File: config.mk
export PLATFORM = sky130hd
export DESIGN_NAME = link_ctrl
export DESIGN_NICKNAME = d
export VERILOG_FILES = /design/src/rtl/link_ctrl.sv
export SDC_FILE = /design/constraint.sdc
export NUM_CORES = 1
export LEC_CHECK = 0
export CAP_MARGIN = 0
export CELL_PAD_IN_SITES_DETAIL_PLACEMENT = 1
export CELL_PAD_IN_SITES_GLOBAL_PLACEMENT = 1
export CORE_UTILIZATION = 36
export CTS_CLUSTER_DIAMETER = 80
export DETAILED_ROUTE_END_ITERATION = 12
export HOLD_SLACK_MARGIN = 0.08
export PLACE_DENSITY = 0.79
export SYNTH_ARGS = -nofsm -noshare
export SYNTH_HDL_FRONTEND = slang
export SYNTH_SLANG_ARGS = --single-unit
File: constraint.sdc
create_clock -name inClock -period 2.1 [get_ports inClock]
set_input_delay 0.42 -clock inClock [delete_from_list [all_inputs] [get_ports inClock]]
set_output_delay 0.42 -clock inClock [all_outputs]
set_load 0.01 [all_outputs]
File: src/rtl/link_ctrl.sv
// Frame-level link controller: TX framer (preamble, SFD, payload) toward the MSK modulator
// and RX SFD hunter feeding the output FIFO. Optional RX idle timeout: LINK_CTRL_RX_TIMEOUT_EN.
module link_ctrl #(
    parameter int                   FRAME_BITS    = 64,
    parameter int                   PREAMBLE_BITS = 32,
    parameter int                   SFD_WIDTH     = 8,
    parameter logic [SFD_WIDTH-1:0] SFD           = 8'hA7,
    parameter int                   RX_TIMEOUT    = 1024,
    localparam int                  CNT_W         = $clog2(FRAME_BITS + 1)
) (
    input  logic             inClock,
    input  logic             inReset,
    input  logic             inTxStart,
    input  logic             inFifoEmpty,
    input  logic             inFifoData,
    output logic             outFifoReadEnable,
    input  logic             inCoderReady,
    output logic             outCoderData,
    output logic             outCoderEmpty,
    input  logic             inCdrFlag,
    input  logic             inCdrData,
    input  logic             inOutFifoFull,
    output logic             outOutFifoWriteEnable,
    output logic             outOutFifoData,
    output logic             outTxBusy,
    output logic             outRxBusy,
    output logic             outTxDone,
    output logic             outRxDone,
    output logic             outTxUnderrun,
    output logic             outRxOverflow,
    output logic             outRxAbort,
    output logic [CNT_W-1:0] outRxBitCount
);

    localparam int TX_MAX = (FRAME_BITS > PREAMBLE_BITS)
                          ? ((FRAME_BITS > SFD_WIDTH) ? FRAME_BITS : SFD_WIDTH)
                          : ((PREAMBLE_BITS > SFD_WIDTH) ? PREAMBLE_BITS : SFD_WIDTH);
    localparam int TX_CW  = (TX_MAX > 1) ? $clog2(TX_MAX) : 1;
    localparam int FILL_W = $clog2(SFD_WIDTH + 1);

    typedef enum logic [2:0] {
        TX_IDLE,
        TX_PREAMBLE,
        TX_SFD,
        TX_PAYLOAD,
        TX_DONE
    } tx_state_e;

    typedef enum logic {
        RX_HUNT,
        RX_PAYLOAD
    } rx_state_e;

    tx_state_e            tx_state_q;
    logic [TX_CW-1:0]     tx_cnt_q;
    logic                 tx_underrun_q;
    logic [SFD_WIDTH-1:0] sfd_shift;

    rx_state_e            rx_state_q;
    logic [SFD_WIDTH-1:0] rx_sr_q, rx_sr_d;
    logic [FILL_W-1:0]    rx_fill_q, rx_fill_d;
    logic [CNT_W-1:0]     rx_cnt_q, rx_cnt_d;
    logic                 rx_match;
    logic                 rx_frame_end;
    logic                 rx_wr_q;
    logic                 rx_data_q;
    logic                 rx_done_q;
    logic                 rx_ovf_q;

    // ---------------------------------------------------------------- TX
    always_ff @(posedge inClock) begin
        if (inReset) begin
            tx_state_q    <= TX_IDLE;
            tx_cnt_q      <= '0;
            tx_underrun_q <= 1'b0;
        end else begin
            case (tx_state_q)
                TX_IDLE: begin
                    if (inTxStart) begin
                        tx_state_q    <= TX_PREAMBLE;
                        tx_cnt_q      <= '0;
                        tx_underrun_q <= 1'b0;
                    end
                end
                TX_PREAMBLE: begin
                    if (inCoderReady) begin
                        if (tx_cnt_q == TX_CW'(PREAMBLE_BITS - 1)) begin
                            tx_state_q <= TX_SFD;
                            tx_cnt_q   <= '0;
                        end else begin
                            tx_cnt_q <= tx_cnt_q + TX_CW'(1);
                        end
                    end
                end
                TX_SFD: begin
                    if (inCoderReady) begin
                        if (tx_cnt_q == TX_CW'(SFD_WIDTH - 1)) begin
                            tx_state_q <= TX_PAYLOAD;
                            tx_cnt_q   <= '0;
                        end else begin
                            tx_cnt_q <= tx_cnt_q + TX_CW'(1);
                        end
                    end
                end
                TX_PAYLOAD: begin
                    // A consumed slot with nothing to give is an underrun; the frame just waits.
                    if (inCoderReady) begin
                        if (inFifoEmpty) begin
                            tx_underrun_q <= 1'b1;
                        end else if (tx_cnt_q == TX_CW'(FRAME_BITS - 1)) begin
                            tx_state_q <= TX_DONE;
                            tx_cnt_q   <= '0;
                        end else begin
                            tx_cnt_q <= tx_cnt_q + TX_CW'(1);
                        end
                    end
                end
                TX_DONE: tx_state_q <= TX_IDLE;
                default: tx_state_q <= TX_IDLE;
            endcase
        end
    end

    assign sfd_shift = SFD << tx_cnt_q;

    always_comb begin
        outCoderData      = 1'b0;
        outCoderEmpty     = 1'b1;
        outFifoReadEnable = 1'b0;
        case (tx_state_q)
            TX_PREAMBLE: begin
                outCoderData  = ~tx_cnt_q[0];
                outCoderEmpty = 1'b0;
            end
            TX_SFD: begin
                outCoderData  = sfd_shift[SFD_WIDTH-1];
                outCoderEmpty = 1'b0;
            end
            TX_PAYLOAD: begin
                outCoderData      = inFifoData;
                outCoderEmpty     = inFifoEmpty;
                outFifoReadEnable = inCoderReady & ~inFifoEmpty;
            end
            default: ;
        endcase
    end

    assign outTxBusy     = (tx_state_q != TX_IDLE);
    assign outTxDone     = (tx_state_q == TX_DONE);
    assign outTxUnderrun = tx_underrun_q;

    // ---------------------------------------------------------------- RX
    always_comb begin
        rx_sr_d      = {rx_sr_q[SFD_WIDTH-2:0], inCdrData};
        rx_fill_d    = (rx_fill_q == FILL_W'(SFD_WIDTH)) ? rx_fill_q : rx_fill_q + FILL_W'(1);
        rx_match     = inCdrFlag && (rx_fill_d == FILL_W'(SFD_WIDTH)) && (rx_sr_d == SFD);
        rx_cnt_d     = rx_cnt_q + CNT_W'(1);
        rx_frame_end = (rx_cnt_d == CNT_W'(FRAME_BITS));
    end

`ifdef LINK_CTRL_RX_TIMEOUT_EN
    localparam int IDLE_W = $clog2(RX_TIMEOUT + 1);
    logic [IDLE_W-1:0] rx_idle_q;
    logic              rx_abort_q;
`endif

    always_ff @(posedge inClock) begin
        if (inReset) begin
            rx_state_q <= RX_HUNT;
            rx_sr_q    <= '0;
            rx_fill_q  <= '0;
            rx_cnt_q   <= '0;
            rx_wr_q    <= 1'b0;
            rx_data_q  <= 1'b0;
            rx_done_q  <= 1'b0;
            rx_ovf_q   <= 1'b0;
`ifdef LINK_CTRL_RX_TIMEOUT_EN
            rx_idle_q  <= '0;
            rx_abort_q <= 1'b0;
`endif
        end else begin
            rx_wr_q   <= 1'b0;
            rx_done_q <= 1'b0;
`ifdef LINK_CTRL_RX_TIMEOUT_EN
            rx_abort_q <= 1'b0;
`endif
            case (rx_state_q)
                RX_HUNT: begin
                    if (inCdrFlag) begin
                        rx_sr_q   <= rx_sr_d;
                        rx_fill_q <= rx_fill_d;
                    end
                    if (rx_match) begin
                        rx_state_q <= RX_PAYLOAD;
                        rx_cnt_q   <= '0;
                        rx_ovf_q   <= 1'b0;
`ifdef LINK_CTRL_RX_TIMEOUT_EN
                        rx_idle_q  <= IDLE_W'(1);
`endif
                    end
                end
                RX_PAYLOAD: begin
                    if (inCdrFlag) begin
                        rx_cnt_q <= rx_cnt_d;
                        if (!inOutFifoFull) begin
                            rx_wr_q   <= 1'b1;
                            rx_data_q <= inCdrData;
                        end else begin
                            rx_ovf_q <= 1'b1;
                        end
                        if (rx_frame_end) begin
                            rx_state_q <= RX_HUNT;
                            rx_sr_q    <= '0;
                            rx_fill_q  <= '0;
                            rx_done_q  <= 1'b1;
                        end
`ifdef LINK_CTRL_RX_TIMEOUT_EN
                        // Holds the number of cycles elapsed since the last flag, so it is 1 next cycle.
                        rx_idle_q <= IDLE_W'(1);
                    end else if (rx_idle_q >= IDLE_W'(RX_TIMEOUT - 1)) begin
                        rx_state_q <= RX_HUNT;
                        rx_sr_q    <= '0;
                        rx_fill_q  <= '0;
                        rx_abort_q <= 1'b1;
                    end else begin
                        rx_idle_q <= rx_idle_q + IDLE_W'(1);
`endif
                    end
                end
                default: rx_state_q <= RX_HUNT;
            endcase
        end
    end

`ifdef LINK_CTRL_RX_TIMEOUT_EN
    assign outRxAbort = rx_abort_q;
`else
    assign outRxAbort = 1'b0;
`endif

    assign outRxBusy             = (rx_state_q == RX_PAYLOAD);
    assign outRxDone             = rx_done_q;
    assign outRxOverflow         = rx_ovf_q;
    assign outOutFifoWriteEnable = rx_wr_q;
    assign outOutFifoData        = rx_data_q;
    assign outRxBitCount         = rx_cnt_q;

endmodule
==> flow_summary_export.csv <==
group,metric,value,unit
sta,final.min_clock_period,2.04,ns
clocking,tritoncts,"yes",
synth,synth_cell_types,55,
global_routing,grt_pass1_vias,1878,
routing,vias,1839,
worst_hold_path,min_path_type,"reg2reg",
global_routing,antenna_found_initial,0,
synth,synth_edf_count,0,
layout,area_delta_synth_final,32.5,%
sta,hold_violations,0,
worst_setup_path,crit_arrival,2.22,ns
placed_design,dp_cells,328,
sta,fin_skew,0.00511,ns
synth,yosysWarnings,0,
sta,finalMaxSlewViolations,0,
sta,worst_pin_slew,0.563,ns
global_routing,grt_pass1_wl,8.71,mm
clocking,clock_sinks,33,
sta,setup_viol,0,
synth,synth_nets,238,
floorplan,fp.dieH,73.6,um
worst_setup_path,cp.required,2.28,ns
sta,final.period_utilization,97.1,%
layout,fin_cells,337,
synth,synth_area,1840,um^2
worst_setup_path,cp_cell_sequence,"inv_2 > ha_4 > nor4b_4 > nand4_1 > a2111oi_4 > nor3b_4 > a211o_1",
global_routing,grtUsageTotal,20.9,%
floorplan,initial_core_util,38.3,%
floorplan,core-area,4820,um^2
layout,nets,282,
worst_setup_path,rr_startpoint,"rx_fill_q[0]$_SDFFE_PP0P_",
clocking,clk_path_buf_depth,2,
clocking,cts_buffers,5,
sta,setup_tns,0,ns
synth,postSynthCellCount,225,
power_and_ir_drop,powerDensity,698,nW/um^2
floorplan,die-area,5410,um^2
worst_setup_path,slowest_delay,0.44,ns
synth,syn_avg_cell_area,8.19,um^2
power_and_ir_drop,vdd.ir_drop.worst,0.000306,V
worst_hold_path,hold_path_depth,1,
placed_design,place.gp.congestion,0.803,
power_and_ir_drop,power.leakage,0.919,nW
outcome,status,"finished, final reports clean",
floorplan,rows,25,
clocking,root_buffer,"clkbuf_8",
run,drv_cap,0,
clocking,clkTransAtPathRegs,0.07,ns
worst_hold_path,hold_end,"outRxOverflow$_SDFFE_PP0P_",
synth,ys_ff_latch,33,
layout,drive_gt1_share,20.4,%
clocking,hold_buffers,0,
sta,fmax,0.490,GHz
routing,postRouteAntennaNets,0,
synth,async_flop_share,0,%
floorplan,num_io_pins,28,
placed_design,place_ws,-0.213,ns
routing,wl_per_cell,15.2,um
routing,avgViaCountPerCell,5.46,
synth,ys.flop_type,"dfxtp_1",
placed_design,port_buffers,26,
worst_setup_path,critPathLaunchType,"flip-flop",
worst_setup_path,critPathMaxFanout,5,
clocking,cts_max_level,2,
worst_setup_path,reg2reg_slack,0.06,ns
global_routing,grt-ovfl-total,0,
layout,diodes,0,
worst_setup_path,slowest_stage,"a2111oi_4",
worst_setup_path,r2r_cells,7,
global_routing,grt_start_max_net_pins,17,
clocking,worst_skew_pair.late_latency,0.29,ns
routing,firstDrtPassIters,5,
layout,fillers,617,
sta,rsz0062_at_grt,"yes",
worst_hold_path,hold_start,"outRxOverflow$_SDFFE_PP0P_",
floorplan,die_w,73.6,um
worst_setup_path,r2r_end,"outRxBitCount[3]$_SDFFE_PP0P_",
routing,drc,0,
routing,wl,5.12,mm
routing,drtIter0Drc,80,
sta,maxSlewHeadroom,62.2,%
sta,setup_ws,0.0609,ns
synth,ys_seq_area_share,35.8,%
worst_setup_path,end_kind,"flip-flop",
worst_setup_path,crit_type,"reg2reg",
placed_design,hpwlAfterDp,3.63,mm
[critical path: cells and delay by family (launching register included)]
family	cells	cell delay [ns]
AOI/OAI and AO/OA	2	0.74
and+or+nand+nor	3	0.57
DFF	1	0.33
adders and majority gates	1	0.24
buffers and inverters	1	0.05
[cells in the mapped netlist (all sizes together) (2+ instances only)]
library cell,count,share of area [%]
inv,3,0.61
xor2,2,0.95
a22oi,4,1.6
buf,8,2.6
a21oi,17,4.6
a31o,2,0.95
nand3,18,4.9
nor4,2,0.68
or4,3,1.2
or2,3,1.0
clkbuf,7,1.4
mux2i,2,1.1
o21ai,11,3.0
nor3,9,2.7
nand2,26,5.3
dfxtp,33,36
nor2,9,1.8
a211o,4,1.9
a2111oi,2,2.3
nor4b,4,2.2
and3,4,1.4
nand4b,2,0.95
nor2b,5,1.7
nand4,5,1.7
or3,5,1.7
ha,4,2.7
nor3b,3,1.5
nand3b,2,0.81
a31oi,7,2.4
[where the power goes]
part	leakage, nW	switching, mW	internal, mW	total, mW
Clock	0.0450	0.235	0.230	0.465
Sequential	0.268	0.0506	0.658	0.708
Combinational	0.606	0.276	0.256	0.532
[placed cells by master (no fill, tap or decap), drive strengths merged, types with 2 or more instances in the layout]
cell,netlist,layout
dfxtp,33,33
nand2,26,26
buf,8,26
clkdlybuf4s50,0,21
nand3,18,18
a21oi,17,17
o21ai,11,11
nor2,9,9
nor3,9,9
a31oi,7,7
clkbuf,7,6
or3,5,5
nand4,5,5
nor2b,5,5
a211o,4,4
a22oi,4,4
and3,4,4
ha,4,4
nor4b,4,4
or2,3,3
dlygate4sd2,0,3
inv,3,3
or4,3,3
nor3b,3,3
nand4b,2,2
nand3b,2,2
xor2,2,2
nor4,2,2
mux2i,2,2
a31o,2,2
clkinv,0,2
dlymetal6s2s,0,2
a2111oi,2,2
[sequential cells by signal (all words and copies together), names as in the netlist]
| name | flops |
|---|---|
| outOutFifoData | 1 |
| outOutFifoWriteEnable | 1 |
| outRxBitCount | 7 |
| outRxBusy | 1 |
| outRxDone | 1 |
| outRxOverflow | 1 |
| outTxUnderrun | 1 |
| rx_fill_q | 4 |
| rx_sr_q | 7 |
| tx_cnt_q | 6 |
| tx_state_q | 3 |
[layout make-up]
cell class                 count  area (um^2)  area share [%]
tap                           67         83.8            3.43
sequential                    33          666            27.3
multi-input combinational    174         1140            46.8
timing repair buffer          52          457            18.7
clock inverter                 2         10.0           0.410
inverter                       3         11.3           0.461
clock buffer                   6         72.6            2.97
[worst max-delay path by stage]
stage,from,endpoint,slack [ns],cells after the start
2_1_floorplan,rx_fill_q[0]$_SDFFE_PP0P_,outRxBitCount[6]$_SDFFE_PP0P_,0.01,8
3_3_place_gp,inFifoEmpty,outCoderEmpty,-0.19,4
3_5_place_dp,inFifoEmpty,outCoderEmpty,-0.21,4
4_1_cts,inFifoEmpty,outCoderEmpty,0.0005,4
5_1_grt,rx_fill_q[0]$_SDFFE_PP0P_,outRxBitCount[5]$_SDFFE_PP0P_,-0.01,7
6_report,rx_fill_q[0]$_SDFFE_PP0P_,outRxBitCount[3]$_SDFFE_PP0P_,0.06,7
[layer usage]
metal	GRT usage (%)	wire (um)	share of wire, %	up-vias
met5	0	0	0	-
met4	5.77	52	1.0	0
met3	4.53	138	2.7	5
met2	35.7	2470	48	23
met1	26.6	2460	48	884
li1	-	-	-	927
[through the flow]
step                cell area, um^2  hold WS (ns)  power, mW  utilization, %
floorplan                      1840         0.447       1.01               -
global placement               2300         0.460       1.23            47.8
detailed placement             2300         0.466       1.25            47.8
CTS                            2390         0.479       1.70            49.5
global route                   2440         0.485       1.81            50.7
finish                         2440         0.475       1.71            50.7
[cell families after synthesis]
family          share of synthesized area (%)
compound gates                           21.8
xor+xnor                                 1.43
fa+ha+maj                                2.72
buf+inv                                  4.62
flops                                    35.8
mux                                      1.70
other cells                             0.203
simple gates                             31.7
[timing repair]
action | 4_1_cts | 5_1_grt
resized for setup | 5 | 13
pin swaps | 1 | 6
endpoints found under the setup margin | 8 | 12
buffers inserted | 0 | 1
Note: power is estimated with default switching activity, not from simulation.
==> RTL change, RTL diff (same settings) <==
Register the output `outTxDone`, with the module's reset; this adds one clock of latency there. The other outputs are not delayed to match.
--- a/src/rtl/link_ctrl.sv
+++ b/src/rtl/link_ctrl.sv
@@ -148,3 +148,9 @@
     assign outTxBusy     = (tx_state_q != TX_IDLE);
-    assign outTxDone     = (tx_state_q == TX_DONE);
+    always_ff @(posedge inClock) begin
+        if (inReset) begin
+            outTxDone <= '0;
+        end else begin
+            outTxDone <= (tx_state_q == TX_DONE);
+        end
+    end
     assign outTxUnderrun = tx_underrun_q;
Formal check against the unedited RTL: same outputs for any inputs over 10 cycles, from zero or initial values and one cycle with inReset high; that may be too few to reach the edited logic, so the function may still have changed.
==> RTL change against the unedited design <==
- total power grew 13%
- setup slack gained 0.0097 ns
- die area shrank 3.9%
- sequential cell count grew 1
- fmax grew 0.48%
- non-clock buffer count is the same
- wire length shrank 7.6%
- cell count shrank 2.1%
- synthesized area shrank 4.0%
- count of clock-buffer cells in the layout is the same
- cell area shrank 2.1%
- critical path type is now reg2out
- highest routed layer unchanged
==> RTL change: results (changes against the unedited design) <==
status: "complete, no violations"  # unchanged
track_usage_pct: 19.8  # was 20.9%
ff2ff_path_depth: 8  # was 7
cp_data_arrival_time_ns: 1.61  # was 2.22 ns
wl_met2_um: 2450  # was 2470 µm
firstDrtPassIters: 4  # was 5
ys_top_cells_by_count: "dfxtp_1, nand2_1, nor2_1"  # was dfxtp_1, nand2_1, nand3_1
r2r_end: "outRxOverflow"  # was outRxBitCount[3]
dp.cells: 323  # was 328
ys_seq_area_share_pct: 38.5  # was 35.8%
synth_mux_area_share_pct: 2.26  # was 1.70%
synth_xor_area_share_pct: 0  # was 1.43%
cp-endpoint: "outTxBusy"  # was outRxBitCount[3]
globalRouteMet1Util_pct: 24.0  # was 26.6%
syn_inst: 219  # was 225
max_stage_delay_ns: 0.48  # was 0.44 ns
r2r_slack_ns: 0.12  # was 0.06 ns
layout-drive-gt1-share_pct: 16.3  # was 20.4%
internal-power_mw: 1.36  # was 1.14 mW
wl_um: 4730  # was 5120 µm
synth_cell_types: 44  # was 55
grt_use_met2_pct: 34.7  # was 35.7%
dp_slack_ns: -0.190  # was -0.213 ns
p_leak_nw: 0.895  # was 0.919 nW
dp_hpwl_um: 3410  # was 3630 µm
fillers: 568  # was 617
synth_area_leaders: "dfxtp_1, nand3_1, nand2_1, nor2_1, a22oi_1"  # was dfxtp_1, nand2_1, nand3_1, a21oi_1, o21ai_0
grt_pass1_vias: 1764  # was 1878
met1Wirelength_um: 2130  # was 2460 µm
synth_compound_area_share_pct: 19.2  # was 21.8%
grt_pass1_wl_um: 8120  # was 8710 µm
final_util_pct: 50.6  # was 50.7%
drt_iter0_drc: 84  # was 80
met3_length_um: 107  # was 138 µm
period_share_pct: 96.6  # was 97.1%
use_met3_pct: 5.00  # was 4.53%
num-nets-final: 276  # was 282
cp-startpoint: "tx_state_q[0]"  # was rx_fill_q[0]
cp_top_family: "buffers and inverters"  # was compound AO/OA/AOI/OAI gates
vias_per_cell: 5.40  # was 5.46
worstPathMaxFanout: 7  # was 5
worst_path_max_delay_cell: "clkdlybuf4s50_1"  # was a2111oi_4
gp_congestion: 0.757  # was 0.803
syn-num-nets: 232  # was 238
grt_max_degree: 30  # was 17
peakVddDrop_v: 0.000488  # was 0.000306 V
synthAdderAreaFrac_pct: 2.83  # was 2.72%
[RTL change: cell types whose count changed after synthesis, sizes merged, moves of 4 or more]
cell / change
a22oi: +5
a211o: -4
o21ai: -7
a21oi: -6
buf: -5
clkbuf: +5
nor2: +14
nand4: -4
[RTL change: how the worst min path moves through the flow]
stage / start / endpoint / slack, ns / depth (start not counted)
floorplan: tx_cnt_q[1] / tx_cnt_q[1] / 0.46 / 2
global placement: outOutFifoData / outOutFifoData / 0.47 / 2
detailed placement: outOutFifoData / outOutFifoData / 0.48 / 2
CTS: outOutFifoData / outOutFifoData / 0.50 / 2
global route: rx_sr_q[6] / rx_sr_q[6] / 0.53 / 2
finish: tx_cnt_q[1] / tx_cnt_q[1] / 0.49 / 2
[RTL change: cell type report]
type	instances	area share, %
Multi-Input combinational cell	166	43.1
Tap cell	67	3.51
Timing Repair Buffer	52	19.5
Inverter	4	0.628
Sequential cell	34	28.6
Clock inverter	1	1.26
Clock buffer	6	3.45
[RTL change: worst register-to-register path, cell delays in order, from the launching register on]
cell and delay [ns]:
dfxtp_1 0.33, buf_4 0.14, ha_1 0.20, nor2b_1 0.17, a2111oi_4 0.40, o2111ai_2 0.24, buf_4 0.21, a22oi_1 0.14
nor2_1 0.05
[RTL change: power by group through the flow]
stage / combinational, mW / sequential, mW / clock, mW
2_1_floorplan: 0.339 / 0.707 / 0
3_3_place_gp: 0.603 / 0.732 / 0
3_5_place_dp: 0.616 / 0.731 / 0
4_1_cts: 0.598 / 0.720 / 0.632
5_1_grt: 0.659 / 0.724 / 0.656
6_report: 0.599 / 0.719 / 0.616
[RTL change: what timing repair did]
action / 4_1_cts / 5_1_grt
setup endpoints to repair: 3 / 10
setup buffers: 0 / 0
hold endpoints to repair: 0 / 0
resized for setup: 5 / 3
pin swaps: 0 / 2
